===== src/rtl/dds_dac_pkg.sv =====
// Shared types and constants for the DDS-to-DAC SPI transmitter.
package dds_dac_pkg;

  localparam int FRAME_BITS = 8 + 16;
  localparam logic [7:0] DEFAULT_CMD_WORD = 8'h30;
  localparam int DROP_CNT_W = 16;

  typedef enum logic [2:0] {
    ST_IDLE    = 3'd0,
    ST_SETUP   = 3'd1,
    ST_SHIFT   = 3'd2,
    ST_CS_HOLD = 3'd3,
    ST_LATCH   = 3'd4
  } state_t;

endpackage


===== src/rtl/dds_dac_sclk_gen.sv =====
// Half-period tick generator for SCLK: one tick every CLK_DIV enabled cycles,
// alternating rise/fall. Disabling it parks the phase low with a fresh count.
module dds_dac_sclk_gen #(
  parameter int CLK_DIV = 2
) (
  input  logic clk,
  input  logic rst_n,
  input  logic en,
  output logic rise_tick,
  output logic fall_tick
);

  localparam logic [7:0] LAST = 8'(CLK_DIV - 1);

  logic [7:0] cnt;
  logic       phase;
  logic       wrap;

  assign wrap      = en && (cnt == LAST);
  assign rise_tick = wrap && !phase;
  assign fall_tick = wrap && phase;

  always_ff @(posedge clk or negedge rst_n) begin
    if (!rst_n) begin
      cnt   <= '0;
      phase <= 1'b0;
    end else if (!en) begin
      cnt   <= '0;
      phase <= 1'b0;
    end else if (wrap) begin
      cnt   <= '0;
      phase <= ~phase;
    end else begin
      cnt <= cnt + 8'd1;
    end
  end

endmodule


===== src/rtl/dds_dac_spi_tx.sv =====
// Serialises DDS samples as 24-bit SPI frames (command + data) to a 16-bit DAC.
// Define DDS_DAC_OFFSET_BIN_EN to send offset-binary instead of two's complement.
module dds_dac_spi_tx
  import dds_dac_pkg::*;
#(
  parameter int         CLK_DIV        = 2,
  parameter logic [7:0] CMD_WORD       = DEFAULT_CMD_WORD,
  parameter int         CS_IDLE_CYCLES = 2
) (
  input  logic                  clk,
  input  logic                  rst_n,
  input  logic                  sample_valid,
  input  logic [15:0]           sample_data,
  output logic                  sample_ready,
  output logic                  dac_sclk,
  output logic                  dac_cs_n,
  output logic                  dac_mosi,
  output logic                  dac_ldac_n,
  output logic                  busy,
  output logic [DROP_CNT_W-1:0] drop_cnt
);

  localparam logic [4:0] LAST_BIT  = 5'(FRAME_BITS - 1);
  localparam logic [3:0] LAST_HOLD = 4'(CS_IDLE_CYCLES - 1);

  state_t                  state, state_next;
  logic [FRAME_BITS-1:0]   shift_reg, shift_next;
  logic [4:0]              bit_cnt, bit_next;
  logic [3:0]              hold_cnt, hold_next;
  logic                    sclk_next, mosi_next;
  logic                    gen_en, rise_tick, fall_tick;
  logic [15:0]             captured;

`ifdef DDS_DAC_OFFSET_BIN_EN
  assign captured = {~sample_data[15], sample_data[14:0]};
`else
  assign captured = sample_data;
`endif

  assign gen_en = (state == ST_SETUP) || (state == ST_SHIFT);

  dds_dac_sclk_gen #(.CLK_DIV(CLK_DIV)) u_sclk_gen (
    .clk       (clk),
    .rst_n     (rst_n),
    .en        (gen_en),
    .rise_tick (rise_tick),
    .fall_tick (fall_tick)
  );

  always_comb begin
    state_next = state;
    shift_next = shift_reg;
    bit_next   = bit_cnt;
    hold_next  = hold_cnt;
    sclk_next  = dac_sclk;
    mosi_next  = dac_mosi;
    case (state)
      ST_IDLE: begin
        if (sample_valid && sample_ready) begin
          state_next = ST_SETUP;
          shift_next = {CMD_WORD, captured};
          bit_next   = '0;
          sclk_next  = 1'b0;
          mosi_next  = CMD_WORD[7];
        end
      end
      ST_SETUP: begin
        if (rise_tick) begin
          state_next = ST_SHIFT;
          sclk_next  = 1'b1;
        end
      end
      ST_SHIFT: begin
        if (rise_tick) begin
          sclk_next = 1'b1;
        end else if (fall_tick) begin
          sclk_next = 1'b0;
          // The 24th falling edge closes the frame instead of shifting again.
          if (bit_cnt == LAST_BIT) begin
            state_next = ST_CS_HOLD;
            mosi_next  = 1'b0;
            hold_next  = '0;
          end else begin
            shift_next = shift_reg << 1;
            mosi_next  = shift_reg[FRAME_BITS-2];
            bit_next   = bit_cnt + 5'd1;
          end
        end
      end
      ST_CS_HOLD: begin
        mosi_next = 1'b0;
        if (hold_cnt == LAST_HOLD) state_next = ST_LATCH;
        else                       hold_next  = hold_cnt + 4'd1;
      end
      ST_LATCH: state_next = ST_IDLE;
      default:  state_next = ST_IDLE;
    endcase
  end

  // Outputs are registered from the next state so they change together with it.
  always_ff @(posedge clk or negedge rst_n) begin
    if (!rst_n) begin
      state        <= ST_IDLE;
      shift_reg    <= '0;
      bit_cnt      <= '0;
      hold_cnt     <= '0;
      dac_sclk     <= 1'b0;
      dac_cs_n     <= 1'b1;
      dac_mosi     <= 1'b0;
      dac_ldac_n   <= 1'b1;
      busy         <= 1'b0;
      sample_ready <= 1'b1;
      drop_cnt     <= '0;
    end else begin
      state        <= state_next;
      shift_reg    <= shift_next;
      bit_cnt      <= bit_next;
      hold_cnt     <= hold_next;
      dac_sclk     <= sclk_next;
      dac_mosi     <= mosi_next;
      dac_cs_n     <= !((state_next == ST_SETUP) || (state_next == ST_SHIFT));
      dac_ldac_n   <= (state_next != ST_LATCH);
      busy         <= (state_next != ST_IDLE);
      sample_ready <= (state_next == ST_IDLE);
      if (sample_valid && !sample_ready && (drop_cnt != '1))
        drop_cnt <= drop_cnt + DROP_CNT_W'(1);
    end
  end

endmodule

===== config.mk =====
export PLATFORM = sky130hd
export DESIGN_NAME = dds_dac_spi_tx
export DESIGN_NICKNAME = d
export VERILOG_FILES = /design/src/rtl/dds_dac_pkg.sv /design/src/rtl/dds_dac_sclk_gen.sv /design/src/rtl/dds_dac_spi_tx.sv
export SDC_FILE = /design/constraint.sdc
export NUM_CORES = 1
export LEC_CHECK = 0
export BUFFER_PORTS_ARGS = -buffer_cell sky130_fd_sc_hd__buf_2
export CORE_MARGIN = 1.5
export CORE_UTILIZATION = 45
export DETAILED_ROUTE_END_ITERATION = 10
export PLACE_DENSITY_LB_ADDON = 0.12
export SYNTH_ARGS = -nofsm -noshare
export SYNTH_HDL_FRONTEND = slang
export SYNTH_SLANG_ARGS = --single-unit

===== constraint.sdc =====
create_clock -name clk -period 5.7 [get_ports clk]
set_input_delay 0.855 -clock clk [delete_from_list [all_inputs] [get_ports clk]]
set_output_delay 0.855 -clock clk [all_outputs]
set_load 0.05 [all_outputs]

# After elaboration in Yosys (flattened, before gate mapping)
# Cells that the tools add are included.
[word_totals]
regBits = 66
in_bits = 19
out_inout_bits = 22
[op_classes]
n_addsub = 4
eq_ne = 19
muxes = 35
n_bitwise = 1
reduce_logical = 22
[ops]
columns = ["cell", "count"]
rows = [
  ["23-bit 2-to-1 mux", 4],
  ["23-bit one-hot mux with 2 select lines", 1],
  ["5-bit 2-to-1 mux", 4],
  ["3-bit 2-to-1 mux", 6],
  ["16-bit by 1-bit adder with 16-bit output, second input constant", 1],
  ["4-bit 2-to-1 mux", 4],
  ["8-bit 2-to-1 mux", 2],
  ["16-bit inequality test, second input constant", 1],
  ["2-bit inequality test, second input constant", 7],
  ["3-bit one-hot mux with 4 select lines", 1],
  ["5-bit one-hot mux with 2 select lines", 1],
  ["5-bit AND reduction", 2],
  ["3-bit by 2-bit == test with 1-bit output, second input constant", 3],
  ["1-bit 2-to-1 mux", 9],
  ["3-bit nonzero test", 3],
  ["8-bit by 1-bit adder with 8-bit output, second input constant", 1],
  ["8-bit by 1-bit == test with 1-bit output, second input constant", 1],
  ["4-bit one-hot mux with 2 select lines", 1],
  ["4-bit AND reduction", 2],
  ["3-bit by 1-bit == test with 1-bit output, second input constant", 2],
  ["1-bit logical AND", 6],
  ["3-bit logical NOT", 2],
  ["3-bit inequality test, second input constant", 2],
  ["1-bit one-hot mux with 3 select lines", 2],
  ["9 further kinds", 13],
]

# Logic depth before layout (Yosys ltp)
# Gate-level depths: netlist of run 1.
[logic_depth]
depth_word = 10
mapped_depth = 7

# By module
# Synthesis of run 1 repeated with hierarchy kept, for this count alone.
[unflattened]
hier_cells = 292
area_unflattened_um2 = 3090.5
[by_module_without_submodules]
columns = ["mod", "instances", "cells_each", "area_per_inst_um2"]
rows = [
  ["dds_dac_spi_tx", 1, 246, 2647.5],
  ["dds_dac_sclk_gen", 1, 46, 442.9],
]

# Worst setup path before layout of run 1
# OpenSTA, ideal clock, no wires.
[synth_path]
path_kind = "input port to flip-flop"
from = "in sample_valid"
to = "reg shift_reg[6]"
t_arrival_ns = 1.936
t_required_ns = 5.577
setup_slack_ns = 3.640
cell_stages = 6
n_path_buf = 2
cell_sequence = "nand2_1 or4_4 buf_2 nand2_1 buf_6 a2bb2oi_1"
[synth_between]
elab_chain_len = 3
[synth_rtl]
columns = ["item", "line_no", "rtl"]
rows = [
  ["start: declaration", "dds_dac_spi_tx.sv:12", "input logic sample_valid,"],
  ["1-bit logical AND", "dds_dac_spi_tx.sv:59", "if (sample_valid && sample_ready) begin"],
  ["2-bit inequality test (no source line)", "n/a", ""],
  ["5-bit AND reduction (no source line)", "n/a", ""],
  ["end signal: assignment", "dds_dac_spi_tx.sv:116", "shift_reg <= shift_next;"],
  ["end: declaration", "dds_dac_spi_tx.sv:27", "logic [FRAME_BITS-1:0] shift_reg, shift_next;"],
]
# No other way between the ends.
# A chain may end at the register's enable or synchronous reset.

# Worst setup path in the final report of run 1
[layout_path]
from = "reg state[0]"
to = "reg shift_reg[1]"
[layout_between]
elab_chain_len = 6
[layout_rtl]
columns = ["item", "line_no", "rtl"]
rows = [
  ["start: declaration", "dds_dac_spi_tx.sv:26", "state_t state, state_next;"],
  ["start signal: assignment", "dds_dac_spi_tx.sv:115", "state <= state_next;"],
  ["3-bit by 1-bit == test with 1-bit output or 3-bit by 2-bit == test with 1-bit output (tied branches)", "dds_dac_spi_tx.sv:40, dds_dac_spi_tx.sv:57", ""],
  ["1-bit logical OR", "dds_dac_spi_tx.sv:40", "assign gen_en = (state == ST_SETUP) || (state == ST_SHIFT);"],
  ["1-bit logical AND", "dds_dac_sclk_gen.sv:19", "assign wrap = en && (cnt == LAST);"],
  ["1-bit logical AND (on tied branches)", "dds_dac_sclk_gen.sv:21, dds_dac_sclk_gen.sv:20", ""],
  ["2-bit inequality test (no source line)", "n/a", ""],
  ["5-bit AND reduction (no source line)", "n/a", ""],
]
# Parallel ways exist; a longest one is shown, timed or not.

==> results of run 1 <==
## Yosys cell counts, types with 5 or more instances
master	instances	area share (%)
sky130_fd_sc_hd__xnor2_1	7	1.9
sky130_fd_sc_hd__nand3_1	12	1.9
sky130_fd_sc_hd__nor2_1	16	1.9
sky130_fd_sc_hd__ha_1	6	2.4
sky130_fd_sc_hd__xor2_1	13	3.6
sky130_fd_sc_hd__inv_1	7	0.82
sky130_fd_sc_hd__a2bb2oi_2	9	4.2
sky130_fd_sc_hd__a22o_1	7	1.9
sky130_fd_sc_hd__dfrtp_1	63	49
sky130_fd_sc_hd__o22ai_1	16	3.1
sky130_fd_sc_hd__a2bb2oi_1	5	1.4
sky130_fd_sc_hd__o21ai_0	6	0.94
sky130_fd_sc_hd__nand2_1	20	2.4
sky130_fd_sc_hd__and2_1	6	1.2
sky130_fd_sc_hd__nor3_1	5	0.78
## metal layers
layer	routed length [um]	track usage [%]	vias to the layer above
li1	-	-	1116
met3	224	4.64	8
met1	3040	23.9	1109
met5	0	0	-
met4	85	5.63	0
met2	2820	28.3	42
## kinds of logic after synthesis
group	after synthesis	share of synthesized area, %
AOI/OAI and AO/OA	67	17.9
xor gates and xnor gates	20	5.49
adders and majority gates	6	2.35
buffers and inverters	15	2.55
DFF	66	51.9
muxes	6	2.00
and+or+nand+nor	95	17.8
## final timing paths
kind                                               start                  endpoint
worst max-delay path                  state[0]$_DFF_PN0_  shift_reg[1]$_DFFE_PN0P_
worst min-delay path            drop_cnt[10]$_DFFE_PN0P_  drop_cnt[10]$_DFFE_PN0P_
worst max register to register        state[0]$_DFF_PN0_  shift_reg[1]$_DFFE_PN0P_
worst min register to register  drop_cnt[10]$_DFFE_PN0P_  drop_cnt[10]$_DFFE_PN0P_
max in group asynchronous                          rst_n  shift_reg[7]$_DFFE_PN0P_
min in group asynchronous                          rst_n      dac_mosi$_DFFE_PN0P_
## cell type report
| type | instances | area share (%) |
|---|---|---|
| well taps | 96 | 3.29 |
| clock buffers | 11 | 4.14 |
| multi-input cells | 194 | 39.8 |
| inverters | 7 | 0.719 |
| clock inverters | 3 | 1.10 |
| repair buffers | 41 | 5.68 |
| flip-flops and latches | 66 | 45.3 |
## metrics by stage
stage                     total power (uW)  instances  instance area (um^2)
after floorplan                        661        275                  3190
after global placement                 715        404                  3460
after detailed placement               719        404                  3460
after CTS                             1110        418                  3650
after global routing                  1150        418                  3650
final                                 1090        418                  3650
## critical path, cell delays in order, from the launching register on
cell and delay (ns):
sky130_fd_sc_hd__dfrtp_1 0.52, sky130_fd_sc_hd__nor3b_4 0.72, sky130_fd_sc_hd__nand3_4 0.24, sky130_fd_sc_hd__nand2_1 0.61, sky130_fd_sc_hd__o2bb2a_1 0.29
## power groups by stage
stage	Clock [uW]	Combinational, uW	Sequential (uW)
2_1_floorplan	0	52.4	609
3_3_place_gp	0	185	531
3_5_place_dp	0	187	531
4_1_cts	399	188	523
5_1_grt	422	203	527
6_report	387	185	521
==> flow_metrics.tcl, run 1 <==
set metrics [dict create \
    sequentialPowerShare_pct 47.7 \
    finClkSkew_ns 0.00799 \
    setup_repair_after_global_routing_missed_its_margin "no" \
    grt_usage_pct 17.8 \
    share_of_the_clock_period_used_by_the_worst_path_after_layout_pct 43.8 \
    p_leak_uw 0.00173 \
    design.core.area_mm2 0.00683 \
    multiInputGateArea_mm2 0.00145 \
    via_count 2275 \
    worst_hold_margin_ns 0.490 \
    synth_fp_nets 300 \
    internal_power_uw 763 \
    area.sequential_mm2 0.00166 \
    timing.final.hold_violations 0 \
    layout.filler_cells 628 \
    fin_util_pct 53.5 \
    layout-area-overhead-vs-synth_pct 14.6 \
    initial_drc_count 75 \
    first_pass_drt_iterations 4 \
    cts_made_buffers 9 \
    final-setup-viol-count 0 \
    worst_skew_pair.late_latency_ns 0.34 \
    design.die.area_mm2 0.00760 \
    min-delay-path-class "reg2reg" \
    io_buffer_count 40 \
    largest_register_ffs 23 \
    worst_path_fanout_max 18 \
    dieHeight_um 87.2 \
    cts_sinks 66 \
    postSynth.topFlopCell "sky130_fd_sc_hd__dfrtp_1" \
    initial_core_utilization_pct 46.7 \
    cts_hold_buf 0 \
    whs_path_depth 1 \
    cts.reportedPaths.clkPinSlew_ns 0.07 \
    timing.fmax_mhz 400 \
    outcome "finished, final reports clean" \
    cellPowerDensity_mw_per_mm2 299 \
    worst_ep_arrival_ns 2.72 \
    worst_ep_required_time_ns 5.92 \
    rr_worst_depth 4 \
    synth_enable_flop_cells 0 \
    grt_pass1_vias 2219 \
    setup_ws_ns 3.20 \
    antenna-diode-count 0 \
    routed_length_per_instance_um 14.8 \
    globalplace.congestion 0.821 \
    cts_tree "yes" \
    avgSynthCellArea_um2 11.6 \
    most_used_cells_in_the_layout_excluding_fill_and_tap_cells "sky130_fd_sc_hd__dfrtp_1, sky130_fd_sc_hd__buf_2, sky130_fd_sc_hd__nand2_1, sky130_fd_sc_hd__nor2_1, sky130_fd_sc_hd__o22ai_1" \
    mappedNetlistArea_mm2 0.00319 \
    setup.reg_to_reg.worst_slack_ns 3.20 \
    dp_hpwl_um 4280 \
    clock_path_buffers 2 \
    grt_pass1_wl_um 10500 \
    setup.worst_path.class "reg2reg" \
    power.switching_uw 330 \
    clkPwrFrac_pct 35.4 \
    cts_setup_buffers 0 \
    ys_async_sr_fraction_pct 100 \
    vias_per_cell 5.44 \
    timing.setup.tns_ns 0 \
    cap_violations 0 \
    netSwitchingFraction_pct 30.2 \
    finalNetCount 344 \
    share_of_synthesized_area_occupied_by_flip_flops_and_latches_pct 51.9 \
    detail_route.wirelength_um 6170 \
    critical_path.startpoint_type "flip-flop" \
    layout_commonest_cell "sky130_fd_sc_hd__dfrtp_1" \
    number_of_synthesized_register_bits 66 \
    placement_rows 30 \
    place_ws_ns 3.09 \
    clock-root-buffer "sky130_fd_sc_hd__clkbuf_8" \
    pin_count_of_the_biggest_net_entering_global_routing 67 \
    tightestPinTransition_ns 0.822 \
    syn_inst 275 \
    globalRoute.totalOverflow 0 \
    relSlewSlack_pct 45.2 \
    irDropWorstVdd_v 0.000112 \
    io-pin-count 41 \
    final-max-slew-violation-count 0 \
    timing.final.crit_period_ns 2.50 \
    drt.antenna.violating_nets 0 \
    drc_violation_count_after_routing 0 \
    power.share.combinational_pct 16.9 \
    layout-drive-gt1-share_pct 26.1 \
    yosysWarningCount 0 \
    worst_setup_path_end_kind "flip-flop" \
    floorplan_die_width_um 87.2 \
    cts.repair.resized 0 \
    initial_antenna_violation_count 0 \
    cts_max_level 3 \
    netlist-cell-type-count 57 \
]
Power figures use the tool's default switching activity.
==> run 2: changes to the inputs <==
- clock period: 5.7 -> 2.47 ns (I/O delays scaled with it)
==> flow_metrics.tcl, run 2 (synthesized netlist as in run 1, its figures left out) <==
set metrics [dict create \
    finClkSkew_ns 0.00927 \
    drc_violation_count_after_routing 0 \
    worst_setup_path_end_kind "flip-flop" \
    cts.reportedPaths.clkPinSlew_ns 0.07 \
    vias_per_cell 5.45 \
    layout-drive-gt1-share_pct 27.3 \
    crit_path_cell_trace "inv_1 -> ha_1 -> nor4b_2 -> nand3_4 -> a21boi_4 -> buf_4 -> a2bb2oi_2" \
    grt_pass1_vias 2307 \
    floorplan_die_width_um 87.2 \
    placement_rows 30 \
    grt_usage_pct 18.7 \
    cts_tree "yes" \
    relSlewSlack_pct 58.5 \
    largest_register_ffs 23 \
    most_used_cells_in_the_layout_excluding_fill_and_tap_cells "sky130_fd_sc_hd__dfrtp_1, sky130_fd_sc_hd__buf_2, sky130_fd_sc_hd__nand2_1, sky130_fd_sc_hd__nor2_1, sky130_fd_sc_hd__o22ai_1" \
    cts.repair.resized 0 \
    first_pass_drt_iterations 4 \
    clock-root-buffer "sky130_fd_sc_hd__clkbuf_8" \
    worst_path_fanout_max 14 \
    finalNetCount 350 \
    cts_setup_buffers 0 \
    design.die.area_mm2 0.00760 \
    worst_skew_pair.late_latency_ns 0.34 \
    timing.final.crit_period_ns 2.08 \
    initial_core_utilization_pct 46.7 \
    routed_length_per_instance_um 14.6 \
    final-setup-viol-count 0 \
    grt_pass1_wl_um 10900 \
    irDropWorstVdd_v 0.000262 \
    pin_count_of_the_biggest_net_entering_global_routing 24 \
    worst_ep_arrival_ns 2.34 \
    dieHeight_um 87.2 \
    violated_checks "negative hold slack" \
    timing.fmax_mhz 481 \
    timing.critical_path.max_delay_family "simple AND/OR/NAND/NOR gates" \
    globalRoute.totalOverflow 0 \
    worst_ep_required_time_ns 2.73 \
    setup.worst_path.class "reg2reg" \
    cts_sinks 66 \
    p_leak_uw 0.00176 \
    critical_path_buf_inv_count 2 \
    critical_path.startpoint_type "flip-flop" \
    timing.final.hold_violations 9 \
    layout-area-overhead-vs-synth_pct 15.7 \
    cap_violations 0 \
    clock_path_buffers 2 \
    timing.setup.tns_ns 0 \
    via_count 2323 \
    min-delay-path-class "in2async" \
    io-pin-count 41 \
    globalplace.congestion 0.844 \
    initial_antenna_violation_count 0 \
    cts_made_buffers 9 \
    detail_route.wirelength_um 6210 \
    share_of_the_clock_period_used_by_the_worst_path_after_layout_pct 84.2 \
    initial_drc_count 112 \
    dp_hpwl_um 4460 \
    cellPowerDensity_mw_per_mm2 668 \
    cpPeakStageDelay_ns 0.44 \
    critical_path.slowest_cell "sky130_fd_sc_hd__a21boi_4" \
    io_buffer_count 40 \
    final-max-slew-violation-count 0 \
    layout_commonest_cell "sky130_fd_sc_hd__dfrtp_1" \
    worst_hold_margin_ns -0.00259 \
    cts_max_level 3 \
    outcome "finished with violations" \
    antenna-diode-count 0 \
    design.core.area_mm2 0.00683 \
    cts_hold_buf 0 \
    drt.antenna.violating_nets 0 \
    setup_repair_after_global_routing_missed_its_margin "no" \
    tightestPinTransition_ns 0.617 \
]
[run 2: changes by cell type in the layout (fill, tap and decap cells not counted), sizes merged]
cell,change
buf,+6
clkbuf,+3
bufinv,-1
[run 2: path summary, 6_finish.rpt]
check | slack (ns) | to | from | cells after the start
min reg2reg | 0.48 | drop_cnt[10]$_DFFE_PN0P_ | drop_cnt[10]$_DFFE_PN0P_ | 1
max in group asynchronous | 1.72 | dac_ldac_n$_DFF_PN1_ | rst_n | 2
max reg2reg | 0.39 | shift_reg[7]$_DFFE_PN0P_ | u_sclk_gen.cnt[1]$_DFF_PN0_ | 7
max | 0.39 | shift_reg[7]$_DFFE_PN0P_ | u_sclk_gen.cnt[1]$_DFF_PN0_ | 7
min | -0.003 | drop_cnt[2]$_DFFE_PN0P_ | rst_n | 1
min in group clk | 0.28 | shift_reg[0]$_DFFE_PN0P_ | sample_data[0] | 2
[run 2: layer usage]
layer	global-route usage (%)	wire length (um)	vias up
met5	0	0	-
met4	8.80	116	0
met3	3.98	214	13
met2	28.5	2770	51
met1	25.4	3110	1132
li1	-	-	1127
[run 2: stage by stage]
step | worst slack, ns | power [uW] | instance area, um^2 | utilization (%) | cells
5_1_grt | 0.219 | 2590 | 3690 | 54.0 | 426
3_3_place_gp | 0.429 | 1650 | 3510 | 51.3 | 410
3_5_place_dp | 0.348 | 1660 | 3510 | 51.3 | 410
2_1_floorplan | 0.428 | 1530 | 3190 | - | 275
4_1_cts | 0.333 | 2510 | 3690 | 54.0 | 426
6_report | 0.391 | 2470 | 3690 | 54.0 | 426
[run 2: layout make-up]
| type | count | area, um^2 |
|---|---|---|
| fillers | 651 | 3140 |
| flip-flops and latches | 66 | 1660 |
| well taps | 96 | 120 |
| clock inverters | 2 | 10.0 |
| clock buffers | 14 | 173 |
| repair buffers | 47 | 253 |
| inverters | 7 | 26.3 |
| multi-input cells | 194 | 1450 |
[run 2: worst register-to-register path: cells and delay by family (launching register included)]
family / cells / cell delay [ns]
adder cells (fa/ha/maj): 1 / 0.14
buffers and inverters: 2 / 0.31
AO/OA/AOI/OAI: 2 / 0.58
AND/OR/NAND/NOR: 2 / 0.58
flip-flops: 1 / 0.40
[run 2: where the power goes]
part	switching, uW	internal, uW
sequential	68.3	1140
combinational	311	118
clock	387	444
==> run 3: changes to the inputs <==
- clock period: 2.47 -> 1.8 ns (I/O delays scaled with it)
==> flow_metrics.tcl, run 3 (synthesized netlist as in run 1, its figures left out) <==
set metrics [dict create \
    share_of_the_clock_period_used_by_the_worst_path_after_layout_pct 98.6 \
    floorplan_die_width_um 87.2 \
    initial_core_utilization_pct 46.7 \
    vias_per_cell 5.37 \
    globalplace.congestion 0.810 \
    design.core.area_mm2 0.00683 \
    crit-reg2reg-launch "state[0]$_DFF_PN0_" \
    most_used_cells_in_the_layout_excluding_fill_and_tap_cells "sky130_fd_sc_hd__dfrtp_1, sky130_fd_sc_hd__buf_2, sky130_fd_sc_hd__buf_4, sky130_fd_sc_hd__nand2_1, sky130_fd_sc_hd__nor2_1" \
    finalNetCount 384 \
    cts_max_level 3 \
    worst_setup_path_end_kind "flip-flop" \
    cellPowerDensity_mw_per_mm2 892 \
    place_ws_ns -0.0685 \
    whs_path_depth 2 \
    layout-drive-gt1-share_pct 39.6 \
    grt_pass1_vias 2405 \
    initial_drc_count 95 \
    initial_antenna_violation_count 0 \
    layout_commonest_cell "sky130_fd_sc_hd__dfrtp_1" \
    antenna-diode-count 0 \
    worst_path_fanout_max 9 \
    worst_ep_arrival_ns 2.03 \
    routed_length_per_instance_um 14.6 \
    setup_repair_after_global_routing_missed_its_margin "yes" \
    dieHeight_um 87.2 \
    worst_hold_margin_ns 0.175 \
    drt.antenna.violating_nets 0 \
    dpl_cell_area_mm2 0.00383 \
    rr_worst_depth 5 \
    io-pin-count 41 \
    relSlewSlack_pct 66.2 \
    cap_violations 0 \
    final_area_mm2 0.00414 \
    clock-root-buffer "sky130_fd_sc_hd__clkbuf_8" \
    design.die.area_mm2 0.00760 \
    setup.worst_path.class "reg2reg" \
    setup.reg_to_reg.worst_slack_ns 0.03 \
    hold-path-endpoint "shift_reg[0]$_DFFE_PN0P_" \
    post_layout_nonfiller_instances 460 \
    cts.reportedPaths.clkPinSlew_ns 0.08 \
    worst_ep_required_time_ns 2.06 \
    cts_made_buffers 9 \
    min-delay-path-class "in2reg" \
    clock_path_buffers 2 \
    first_pass_drt_iterations 4 \
    cts_sinks 66 \
    cts_tree "yes" \
    drc_violation_count_after_routing 0 \
    worstHoldStart "sample_data[0]" \
    final-max-slew-violation-count 0 \
    final-setup-viol-count 0 \
    pin_count_of_the_biggest_net_entering_global_routing 31 \
    timing.final.hold_violations 0 \
    detail_route.wirelength_um 6730 \
    p_leak_uw 0.00198 \
    layout-area-overhead-vs-synth_pct 29.9 \
    timing.final.crit_period_ns 1.77 \
    setup_ws_ns 0.0250 \
    placedCellCount 441 \
    finClkSkew_ns 0.0113 \
    globalRoute.totalOverflow 0 \
    dp_hpwl_um 4800 \
    grt_usage_pct 19.8 \
    irDropWorstVdd_v 0.000392 \
    placement_rows 30 \
    via_count 2468 \
    critical_path.startpoint "state[0]$_DFF_PN0_" \
    rr_endpoint "shift_reg[2]$_DFFE_PN0P_" \
    worst_skew_pair.late_latency_ns 0.34 \
    timing.setup.tns_ns 0 \
    io_buffer_count 40 \
    timing.fmax_mhz 563 \
    outcome "finished, final reports clean" \
    critical_path.startpoint_type "flip-flop" \
    tightestPinTransition_ns 0.501 \
    grt_pass1_wl_um 11500 \
    largest_register_ffs 23 \
]
## run 3: area by class of cell
type                       instances  area, um^2
inverter                           7        26.3
tap                               96         120
clock inverter                     5        78.8
fill                             567        2690
clock buffer                      11         141
timing repair buffer              81         581
sequential                        66        1670
multi-input combinational        194        1530
## run 3: repair_timing
item                       CTS  global route
setup endpoints to repair   17            25
resized for setup            5            10
hold endpoints to repair    14             0
hold buffers                 1             0
pin swaps                    0             9
buffers inserted             0             2
cloned                       0             0
## run 3: metal layers
| metal | track usage, % | wire length, um | vias up |
|---|---|---|---|
| li1 | - | - | 1197 |
| met1 | 27.3 | 3350 | 1216 |
| met2 | 29.6 | 3040 | 46 |
| met3 | 5.78 | 255 | 9 |
| met4 | 7.22 | 89 | 0 |
| met5 | 0 | 0 | - |
## run 3: how the worst max path moves through the flow
stage	end	slack, ns
after floorplan	shift_reg[22]$_DFFE_PN0P_	-0.08
after global placement	u_sclk_gen.cnt[2]$_DFF_PN0_	-0.02
after detailed placement	u_sclk_gen.cnt[6]$_DFF_PN0_	-0.07
after CTS	shift_reg[1]$_DFFE_PN0P_	0.006
after global routing	bit_cnt[1]$_DFFE_PN0P_	-0.05
final	shift_reg[2]$_DFFE_PN0P_	0.03
## run 3: power by group
part	total (uW)	leakage, uW	switching [uW]	internal, uW
clock	1400	0.000113	580	817
sequential	1640	0.000857	73.7	1570
combinational	656	0.00101	450	206
total	3700	0.00198	1100	2590
## run 3: stage by stage
stage	util (%)	total power (uW)
3_3_place_gp	56.1	2320
4_1_cts	59.8	3750
5_1_grt	60.6	3890
3_5_place_dp	56.1	2330
2_1_floorplan	-	2100
6_report	60.6	3700
## run 3: critical path, cell delays in order (launching register included)
cell                        delay [ns]
sky130_fd_sc_hd__dfrtp_1          0.39
sky130_fd_sc_hd__buf_4            0.15
sky130_fd_sc_hd__or4_4            0.61
sky130_fd_sc_hd__a21boi_4         0.24
sky130_fd_sc_hd__buf_12           0.15
sky130_fd_sc_hd__a2bb2oi_1        0.15
